===== src/rtl/ex_stage_pkg.sv =====
// Shared definitions for the execute stage: bus widths, funct encodings,
// divider FSM states and small arithmetic helpers.
package ex_stage_pkg;

  localparam int DATA_W     = 32;
  localparam int ADDR_W     = 32;
  localparam int REG_ADDR_W = 5;
  localparam int MEM_SEL_W  = 4;
  localparam int FUNCT_W    = 6;
  localparam int SHAMT_W    = 5;

  localparam logic [FUNCT_W-1:0] FUNCT_SLL   = 6'h00;
  localparam logic [FUNCT_W-1:0] FUNCT_SRL   = 6'h02;
  localparam logic [FUNCT_W-1:0] FUNCT_SRA   = 6'h03;
  localparam logic [FUNCT_W-1:0] FUNCT_SLLV  = 6'h04;
  localparam logic [FUNCT_W-1:0] FUNCT_SRLV  = 6'h06;
  localparam logic [FUNCT_W-1:0] FUNCT_SRAV  = 6'h07;
  localparam logic [FUNCT_W-1:0] FUNCT_MFHI  = 6'h10;
  localparam logic [FUNCT_W-1:0] FUNCT_MTHI  = 6'h11;
  localparam logic [FUNCT_W-1:0] FUNCT_MFLO  = 6'h12;
  localparam logic [FUNCT_W-1:0] FUNCT_MTLO  = 6'h13;
  localparam logic [FUNCT_W-1:0] FUNCT_MULT  = 6'h18;
  localparam logic [FUNCT_W-1:0] FUNCT_MULTU = 6'h19;
  localparam logic [FUNCT_W-1:0] FUNCT_DIV   = 6'h1A;
  localparam logic [FUNCT_W-1:0] FUNCT_DIVU  = 6'h1B;
  localparam logic [FUNCT_W-1:0] FUNCT_ADD   = 6'h20;
  localparam logic [FUNCT_W-1:0] FUNCT_ADDU  = 6'h21;
  localparam logic [FUNCT_W-1:0] FUNCT_SUB   = 6'h22;
  localparam logic [FUNCT_W-1:0] FUNCT_SUBU  = 6'h23;
  localparam logic [FUNCT_W-1:0] FUNCT_AND   = 6'h24;
  localparam logic [FUNCT_W-1:0] FUNCT_OR    = 6'h25;
  localparam logic [FUNCT_W-1:0] FUNCT_XOR   = 6'h26;
  localparam logic [FUNCT_W-1:0] FUNCT_NOR   = 6'h27;
  localparam logic [FUNCT_W-1:0] FUNCT_SLT   = 6'h2A;
  localparam logic [FUNCT_W-1:0] FUNCT_SLTU  = 6'h2B;

  typedef enum logic [1:0] {
    DIV_IDLE = 2'd0,
    DIV_BUSY = 2'd1,
    DIV_DONE = 2'd2
  } div_state_t;

  function automatic logic [DATA_W-1:0] neg_val(input logic [DATA_W-1:0] v);
    return ~v + DATA_W'(1);
  endfunction

  // Magnitude of a signed operand; unsigned operands pass unchanged.
  function automatic logic [DATA_W-1:0] abs_val(input logic [DATA_W-1:0] v,
                                                input logic is_signed);
    if (is_signed && v[DATA_W-1]) begin
      return neg_val(v);
    end else begin
      return v;
    end
  endfunction

endpackage


===== src/rtl/ex_stage_div_iter.sv =====
// Iterative restoring divider: one shift-subtract step per cycle on operand
// magnitudes, with the sign fixup applied to the presented results.
module ex_stage_div_iter
  import ex_stage_pkg::*;
#(
  parameter int DIV_CYCLES = 32
) (
  input  logic              clk,
  input  logic              rst,
  input  logic              start,
  input  logic              is_signed,
  input  logic [DATA_W-1:0] dividend,
  input  logic [DATA_W-1:0] divisor,
  output logic              busy,
  output logic              done,
  output logic [DATA_W-1:0] quotient,
  output logic [DATA_W-1:0] remainder
);

  localparam int CNT_W = $clog2(DIV_CYCLES);
  localparam logic [CNT_W-1:0] CNT_LAST = CNT_W'(DIV_CYCLES - 1);

  div_state_t        state_r;
  div_state_t        state_next_s;
  logic [CNT_W-1:0]  count_r;
  logic [DATA_W-1:0] quo_r;
  logic [DATA_W-1:0] rem_r;
  logic [DATA_W-1:0] dvsr_r;
  logic              q_neg_r;
  logic              r_neg_r;
  logic [DATA_W:0]   trial_s;
  logic              fits_s;

  // The quotient register doubles as the dividend shift register.
  assign trial_s = {rem_r, quo_r[DATA_W-1]} - {1'b0, dvsr_r};
  assign fits_s  = ~trial_s[DATA_W];

  // FSM state register
  always_ff @(posedge clk or posedge rst) begin
    if (rst) begin
      state_r <= DIV_IDLE;
    end else begin
      state_r <= state_next_s;
    end
  end

  // FSM next-state logic
  always_comb begin
    state_next_s = state_r;
    case (state_r)
      DIV_IDLE: begin
        if (start) begin
          state_next_s = DIV_BUSY;
        end else begin
          state_next_s = DIV_IDLE;
        end
      end
      DIV_BUSY: begin
        if (count_r == CNT_LAST) begin
          state_next_s = DIV_DONE;
        end else begin
          state_next_s = DIV_BUSY;
        end
      end
      DIV_DONE: state_next_s = DIV_IDLE;
      default:  state_next_s = DIV_IDLE;
    endcase
  end

  // Operand capture and shift-subtract datapath
  always_ff @(posedge clk or posedge rst) begin
    if (rst) begin
      count_r <= {CNT_W{1'b0}};
      quo_r   <= {DATA_W{1'b0}};
      rem_r   <= {DATA_W{1'b0}};
      dvsr_r  <= {DATA_W{1'b0}};
      q_neg_r <= 1'b0;
      r_neg_r <= 1'b0;
    end else begin
      case (state_r)
        DIV_IDLE: begin
          if (start) begin
            count_r <= {CNT_W{1'b0}};
            quo_r   <= abs_val(dividend, is_signed);
            rem_r   <= {DATA_W{1'b0}};
            dvsr_r  <= abs_val(divisor, is_signed);
            q_neg_r <= is_signed & (dividend[DATA_W-1] ^ divisor[DATA_W-1]);
            r_neg_r <= is_signed & dividend[DATA_W-1];
          end
        end
        DIV_BUSY: begin
          count_r <= count_r + CNT_W'(1);
          quo_r   <= {quo_r[DATA_W-2:0], fits_s};
          rem_r   <= fits_s ? trial_s[DATA_W-1:0] : {rem_r[DATA_W-2:0], quo_r[DATA_W-1]};
        end
        default: begin
          count_r <= count_r;
        end
      endcase
    end
  end

  assign busy      = (state_r == DIV_BUSY);
  assign done      = (state_r == DIV_DONE);
  assign quotient  = q_neg_r ? neg_val(quo_r) : quo_r;
  assign remainder = r_neg_r ? neg_val(rem_r) : rem_r;

endmodule


===== src/rtl/ex_stage.sv =====
// Execute stage: ALU, shifter, single-cycle multiplier, HI/LO registers and
// an iterative divider that freezes the front of the pipeline while it runs.
module ex_stage
  import ex_stage_pkg::*;
#(
  parameter int DIV_CYCLES = 32
) (
  input  logic                  clk,
  input  logic                  rst,
  input  logic [FUNCT_W-1:0]    funct_in,
  input  logic [SHAMT_W-1:0]    shamt_in,
  input  logic [DATA_W-1:0]     operand_1_in,
  input  logic [DATA_W-1:0]     operand_2_in,
  input  logic                  mem_read_flag_in,
  input  logic                  mem_write_flag_in,
  input  logic                  mem_ext_flag_in,
  input  logic [MEM_SEL_W-1:0]  mem_sel_in,
  input  logic [DATA_W-1:0]     mem_write_data_in,
  input  logic                  reg_write_en_in,
  input  logic [REG_ADDR_W-1:0] reg_write_addr_in,
  input  logic [ADDR_W-1:0]     current_pc_addr_in,
  output logic [DATA_W-1:0]     result_out,
  output logic                  mem_read_flag_out,
  output logic                  mem_write_flag_out,
  output logic                  mem_ext_flag_out,
  output logic [MEM_SEL_W-1:0]  mem_sel_out,
  output logic [DATA_W-1:0]     mem_write_data_out,
  output logic                  reg_write_en_out,
  output logic [REG_ADDR_W-1:0] reg_write_addr_out,
  output logic [ADDR_W-1:0]     current_pc_addr_out,
  output logic                  stall_request
);

  logic [DATA_W-1:0]   hi_r;
  logic [DATA_W-1:0]   lo_r;
  logic [DATA_W-1:0]   alu_s;
  logic                mult_signed_s;
  logic [2*DATA_W-1:0] op1_ext_s;
  logic [2*DATA_W-1:0] op2_ext_s;
  logic [2*DATA_W-1:0] prod_s;
  logic                is_div_s;
  logic                op2_nz_s;
  logic                div_busy_s;
  logic                div_done_s;
  logic                div_idle_s;
  logic                div_start_s;
  logic [DATA_W-1:0]   div_quo_s;
  logic [DATA_W-1:0]   div_rem_s;

  // One 64-bit multiplier serves both MULT and MULTU via the extension choice.
  assign mult_signed_s = (funct_in == FUNCT_MULT);
  assign op1_ext_s     = {{DATA_W{mult_signed_s & operand_1_in[DATA_W-1]}}, operand_1_in};
  assign op2_ext_s     = {{DATA_W{mult_signed_s & operand_2_in[DATA_W-1]}}, operand_2_in};
  assign prod_s        = op1_ext_s * op2_ext_s;

  assign is_div_s    = (funct_in == FUNCT_DIV) || (funct_in == FUNCT_DIVU);
  assign op2_nz_s    = (operand_2_in != {DATA_W{1'b0}});
  assign div_idle_s  = ~div_busy_s & ~div_done_s;
  assign div_start_s = div_idle_s & is_div_s & op2_nz_s;

  ex_stage_div_iter #(
    .DIV_CYCLES (DIV_CYCLES)
  ) u_div_iter (
    .clk       (clk),
    .rst       (rst),
    .start     (div_start_s),
    .is_signed (funct_in == FUNCT_DIV),
    .dividend  (operand_1_in),
    .divisor   (operand_2_in),
    .busy      (div_busy_s),
    .done      (div_done_s),
    .quotient  (div_quo_s),
    .remainder (div_rem_s)
  );

  // ALU and shifter result selection
  always_comb begin
    alu_s = {DATA_W{1'b0}};
    case (funct_in)
      FUNCT_ADD, FUNCT_ADDU: alu_s = operand_1_in + operand_2_in;
      FUNCT_SUB, FUNCT_SUBU: alu_s = operand_1_in - operand_2_in;
      FUNCT_AND:  alu_s = operand_1_in & operand_2_in;
      FUNCT_OR:   alu_s = operand_1_in | operand_2_in;
      FUNCT_XOR:  alu_s = operand_1_in ^ operand_2_in;
      FUNCT_NOR:  alu_s = ~(operand_1_in | operand_2_in);
      FUNCT_SLT:  alu_s = {{(DATA_W-1){1'b0}}, ($signed(operand_1_in) < $signed(operand_2_in))};
      FUNCT_SLTU: alu_s = {{(DATA_W-1){1'b0}}, (operand_1_in < operand_2_in)};
      FUNCT_SLL:  alu_s = operand_2_in << shamt_in;
      FUNCT_SRL:  alu_s = operand_2_in >> shamt_in;
      FUNCT_SRA:  alu_s = $signed(operand_2_in) >>> shamt_in;
      FUNCT_SLLV: alu_s = operand_2_in << operand_1_in[SHAMT_W-1:0];
      FUNCT_SRLV: alu_s = operand_2_in >> operand_1_in[SHAMT_W-1:0];
      FUNCT_SRAV: alu_s = $signed(operand_2_in) >>> operand_1_in[SHAMT_W-1:0];
      FUNCT_MFHI: alu_s = hi_r;
      FUNCT_MFLO: alu_s = lo_r;
      default:    alu_s = {DATA_W{1'b0}};
    endcase
  end

  // HI/LO update; a finishing divide takes priority over the ops on the inputs
  always_ff @(posedge clk or posedge rst) begin
    if (rst) begin
      hi_r <= {DATA_W{1'b0}};
      lo_r <= {DATA_W{1'b0}};
    end else if (div_done_s) begin
      hi_r <= div_rem_s;
      lo_r <= div_quo_s;
    end else if (div_idle_s) begin
      case (funct_in)
        FUNCT_MTHI: hi_r <= operand_1_in;
        FUNCT_MTLO: lo_r <= operand_1_in;
        FUNCT_MULT, FUNCT_MULTU: begin
          hi_r <= prod_s[2*DATA_W-1:DATA_W];
          lo_r <= prod_s[DATA_W-1:0];
        end
        FUNCT_DIV, FUNCT_DIVU: begin
          if (!op2_nz_s) begin
            hi_r <= operand_1_in;
            lo_r <= {DATA_W{1'b1}};
          end
        end
        default: begin
          hi_r <= hi_r;
        end
      endcase
    end
  end

  // Output drive, held at zero while reset is asserted
  always_comb begin
    if (rst) begin
      result_out          = {DATA_W{1'b0}};
      mem_read_flag_out   = 1'b0;
      mem_write_flag_out  = 1'b0;
      mem_ext_flag_out    = 1'b0;
      mem_sel_out         = {MEM_SEL_W{1'b0}};
      mem_write_data_out  = {DATA_W{1'b0}};
      reg_write_en_out    = 1'b0;
      reg_write_addr_out  = {REG_ADDR_W{1'b0}};
      current_pc_addr_out = {ADDR_W{1'b0}};
      stall_request       = 1'b0;
    end else begin
      result_out          = alu_s;
      mem_read_flag_out   = mem_read_flag_in;
      mem_write_flag_out  = mem_write_flag_in;
      mem_ext_flag_out    = mem_ext_flag_in;
      mem_sel_out         = mem_sel_in;
      mem_write_data_out  = mem_write_data_in;
      reg_write_en_out    = reg_write_en_in;
      reg_write_addr_out  = reg_write_addr_in;
      current_pc_addr_out = current_pc_addr_in;
      stall_request       = div_start_s | div_busy_s;
    end
  end

endmodule


===== config.mk =====
export PLATFORM = sky130hd
export DESIGN_NAME = ex_stage
export DESIGN_NICKNAME = d
export VERILOG_FILES = /design/src/rtl/ex_stage_pkg.sv /design/src/rtl/ex_stage_div_iter.sv /design/src/rtl/ex_stage.sv
export SDC_FILE = /design/constraint.sdc
export NUM_CORES = 2
export LEC_CHECK = 0
export ABC_AREA = 1
export CAP_MARGIN = 40
export CELL_PAD_IN_SITES_DETAIL_PLACEMENT = 2
export CELL_PAD_IN_SITES_GLOBAL_PLACEMENT = 2
export CORE_MARGIN = 8
export CORE_UTILIZATION = 40
export DETAILED_ROUTE_END_ITERATION = 8
export MAX_ROUTING_LAYER = met4
export PLACE_DENSITY = 0.91
export REMOVE_ABC_BUFFERS = 1
export SLEW_MARGIN = 20
export SYNTH_ARGS = -nofsm -noshare
export SYNTH_HDL_FRONTEND = slang
export SYNTH_SLANG_ARGS = --single-unit

===== constraint.sdc =====
create_clock -name clk -period 23.1 [get_ports clk]
set_clock_uncertainty 0.2 [all_clocks]
set_input_delay 6.93 -clock clk [delete_from_list [all_inputs] [get_ports clk]]
set_output_delay 6.93 -clock clk [all_outputs]
set_load 0.01 [all_outputs]

==> run summary, run 1 <==
Outcome - did not finish
Failing step - global routing
Stop err - [ERROR GRT-0116] Global routing finished with congestion. Check the congestion regions in the DRC Viewer.
I/O Pins - 264
Row cnt - 148
Post-CTS setup repair buffer count - 0
Number of buffers created by CTS - 17
Clk root buf - clkbuf_16
Clock tree sinks - 169
Die Y - 420 um
Initial Util - 40.2%
Deepest clock path buffer count - 2
Synth Cell Area - 0.0654 sq mm
GRT Overall Usage - 75.5%
Syn Inst Count - 9599
Top_reg_cell synth - dfrtp_1
Post-cts hold buffer count - 0
Asr flop ratio synth - 100%
Cell variety after synth - 61
Vias in the first global route - 102862
Pre-CTS WS - 3.99 ns
First-pass GRT wire length - 929000 um
Post-cts resize count - 0
GRT overflow - 1799
Gpl congestion - 1.13
Largest net degree at the start of global routing - 71
Register area share after synthesis - 6.46%
Number of synthesized register bits - 169
Final HPWL DP - 426000 um
Syn_area_per_cell - 6.82 sq um
Port Buf Inserts - 263
H-Tree Depth - 4
Die X - 420 um
Post-synth EDFFs - 0
Synth Warn # - 0
==> per-stage QoR <==
stage	cell area [sq um]	util, %	hold WS [ns]	instances
floorplan	63400	-	0.249	9127
global placement	69900	43.0	0.266	11754
detailed placement	70300	43.2	0.284	11773
CTS	70900	43.6	0.322	11805
==> logic make-up after synthesis <==
| logic type | after synthesis | share of synthesized area, % |
|---|---|---|
| AND/OR/NAND/NOR | 4287 | 27.2 |
| XOR/XNOR | 113 | 1.51 |
| flip-flops | 169 | 6.46 |
| AO/OA/AOI/OAI | 965 | 8.40 |
| adder cells (fa/ha/maj) | 1477 | 41.2 |
| buffers and inverters | 2588 | 15.2 |
==> synth_stat cells (all sizes together) (74+ instances only) <==
library cell  count  area [sq um]
xor2             88           771
nand3           842          4310
nor3             74           385
nand2          2554          9630
clkbuf          254           953
fa             1128         22600
nand4            76           475
nor2            677          2600
dfrtp           169          4230
buf             218          1040
ha              349          4370
o21ai           374          1950
a21oi           368          1840
inv            2108          7910
==> routing by layer <==
| layer | overflow | global-route usage (%) |
|---|---|---|
| met2 | 1131 | 90.7 |
| met3 | 76 | 57.4 |
| met5 | - | - |
| met1 | 100 | 76.9 |
| met4 | 492 | 68.8 |
==> inputs of run 2 (changes only) <==
Settings changed: CELL_PAD_IN_SITES_DETAIL_PLACEMENT 2 to not set, CELL_PAD_IN_SITES_GLOBAL_PLACEMENT 2 to not set, MAX_ROUTING_LAYER met4 to not set, PLACE_DENSITY 0.91 to not set, PLACE_DENSITY_LB_ADDON set to 0.15.
==> run 2 against run 1 <==
  * Synthesized cell count unchanged
  * The flow now finishes without violations
  * Area after synthesis is the same
==> run summary, run 2 <==
Die area - 0.177 sq mm
Gpl congestion - 1.12 (was 1.13)
Initial antenna violation count - 24
Slew headroom - 26.0%
Critical Path RT - 15.97 ns
WL per Instance - 28.7 um
Synth Warn # - 0 (unchanged)
Port Buf Inserts - 263 (unchanged)
Worst R2R Path Depth - 16
Post-synth EDFFs - 0 (unchanged)
Most common cell after layout, fill and taps aside - nand2_1
Worst stage delay on the critical path - 0.79 ns
Pre-CTS WS - 4.18 ns (was 3.99 ns)
Tmin final - 19.20 ns
Cell variety after synth - 61 (unchanged)
Share of cells above drive strength 1 - 4.34%
HP Start - lo_r[30]
Asr flop ratio synth - 100% (unchanged)
DR vias - 66684
Final net count - 11245
Post-cts resize count - 0 (unchanged)
Area Growth Syn to Fin - 8.51%
Final WS setup - 3.90 ns
Clk root buf - clkbuf_16 (unchanged)
CP dominant cell by count - nand2_1
Final HPWL DP - 276000 um (was 426000 um)
Most frequent cell after synthesis - nand2_1 (unchanged)
Critical-path maximum fanout - 19
Unrepaired setup endpoints after global routing - false
Crit Path Class - in -> out
GRT overflow - 0
Post-cts hold buffer count - 0 (unchanged)
First-pass GRT wire length - 483000 um
Setup violators final - 0
H-Tree Depth - 4 (unchanged)
Worst slew pin tran - 1.11 ns
Drt initial violations - 8350
Initial Util - 40.2% (unchanged)
Row cnt - 148 (unchanged)
Peak Freq - 52.1 MHz
R2R Path Start - u_div_iter.quo_r[31]
Clock tree sinks - 169 (unchanged)
Top cell type's share of synthesized area - 34.5% (unchanged)
Top_reg_cell synth - dfrtp_1 (unchanged)
Outcome - complete, no violations (was did not finish)
Syn Inst Count - 9599 (unchanged)
Nature of the critical path endpoint - primary output
Vias in the first global route - 65831
Core area - 0.163 sq mm
Fin crit share - 83.1%
Register area share after synthesis - 6.46% (unchanged)
Die X - 420 um (unchanged)
Hold EP - lo_r[30]
Deepest clock path buffer count - 2 (unchanged)
FF-to-FF setup slack - 19.16 ns
RR Endpoint - u_div_iter.rem_r[7]
Final Hold Fails - 0
Leading area contributor after synthesis - fa_1 (unchanged)
Max-cap violations - 0
Setup TNS - 0 ns
Antenna-violating nets left - 0
DRC errors left - 0
Post-synth top cells - 2537 x nand2_1, 2088 x inv_1, 1128 x fa_1 (unchanged)
Largest net degree at the start of global routing - 66
Crit-path cells - clkdlybuf4s50_1 > nand2_2 > inv_2 > nand2_1 > clkinv_1 > a22oi_1 > nand2_1 > nor2_1 > nand2_1 > nor2_1 > nand4_1 > nand2_1 > inv_1 > clkdlybuf4s50_1
Number of synthesized register bits - 169 (unchanged)
Die Y - 420 um (unchanged)
Worst Hold Path Cells - 2
Routed wire length - 339000 um
Number of buffers created by CTS - 17 (unchanged)
Worst Path Arrival - 12.07 ns
Area contributors post-synth - fa_1 35%, nand2_1 15%, inv_1 12%, ha_1 6.7%, dfrtp_1 6.5% (unchanged)
Clk_lat worst skew - 0.49 ns
GRT Overall Usage - 37.8%
Max-slew violations - 0
1st-pass router iterations - 7
Crit-path slowest cell - clkdlybuf4s50_1
Synth Cell Area - 0.0654 sq mm (unchanged)
HP Class - reg -> reg
Most frequent cells in the layout - 2537 x nand2_1, 2087 x inv_1, 1128 x fa_1, 825 x nand3_1, 664 x nor2_1
Clk slew on worst S/H paths - 0.07 ns
Post-CTS setup repair buffer count - 0 (unchanged)
CTS tree - yes
Worst Setup Start Kind - input port
Vias per cell - 5.65
I/O Pins - 264 (unchanged)
Syn_area_per_cell - 6.82 sq um (unchanged)
## run 2: cell counts after synthesis
Identical to the previous run, type by type.
## run 2: final cells by class
class | count | area [sq um]
Fill cell | 17419 | 91600
Multi-Input combinational cell | 6842 | 51300
Inverter | 2116 | 7950
Sequential cell | 169 | 4230
Timing Repair Buffer | 468 | 4110
Tap cell | 2175 | 2720
Clock buffer | 18 | 429
Clock inverter | 13 | 216
Antenna cell | 8 | 20.0
## run 2: metal layers
metal / track usage, % / wire length [um] / share of wire [%] / up-vias
li1: - / - / - / 29004
met1: 52.2 / 140000 / 41 / 33106
met2: 55.1 / 139000 / 41 / 3880
met3: 9.98 / 38200 / 11 / 678
met4: 17.7 / 20900 / 6.2 / 16
met5: 0 / 102 / 0.030 / -
## run 2: cell families (layout without fill, tap and decap cells)
group	after synthesis	in the layout	share of synthesized area [%]
flip-flops	169	169	6.46
other	0	8	0
XOR/XNOR	113	113	1.51
buffers and inverters	2588	2615	15.2
AND/OR/NAND/NOR	4287	4287	27.2
adder cells (fa/ha/maj)	1477	1477	41.2
AO/OA/AOI/OAI	965	965	8.40
## run 2: per-stage QoR
step / std cells / cell area [sq um] / util (%) / hold slack, ns
after global placement: 11747 / 70000 / 43.0 / 0.266
final: 11809 / 71000 / 43.7 / 0.292
after CTS: 11794 / 70900 / 43.6 / 0.290
after detailed placement: 11763 / 70200 / 43.2 / 0.271
after floorplan: 9127 / 63400 / - / 0.249
after global routing: 11802 / 71000 / 43.6 / 0.303
## run 2: worst max path at each step
stage / startpoint / endpoint / slack (ns)
floorplan: rst / result_out[0] / 5.08
global placement: funct_in[1] / result_out[15] / 3.58
detailed placement: funct_in[1] / result_out[14] / 4.18
CTS: funct_in[1] / result_out[14] / 4.17
global route: funct_in[1] / result_out[14] / 3.94
finish: funct_in[1] / result_out[29] / 3.90
## run 2: worst max-delay path: cells and delay by family
family                 cells  cell delay [ns]
buffers and inverters      5             2.22
AOI/OAI and AO/OA          1             0.69
and+or+nand+nor            8             2.21
Power of run 2 is not shown: default switching activity piles up to over one toggle a cycle in this logic, so the estimate is an artifact.
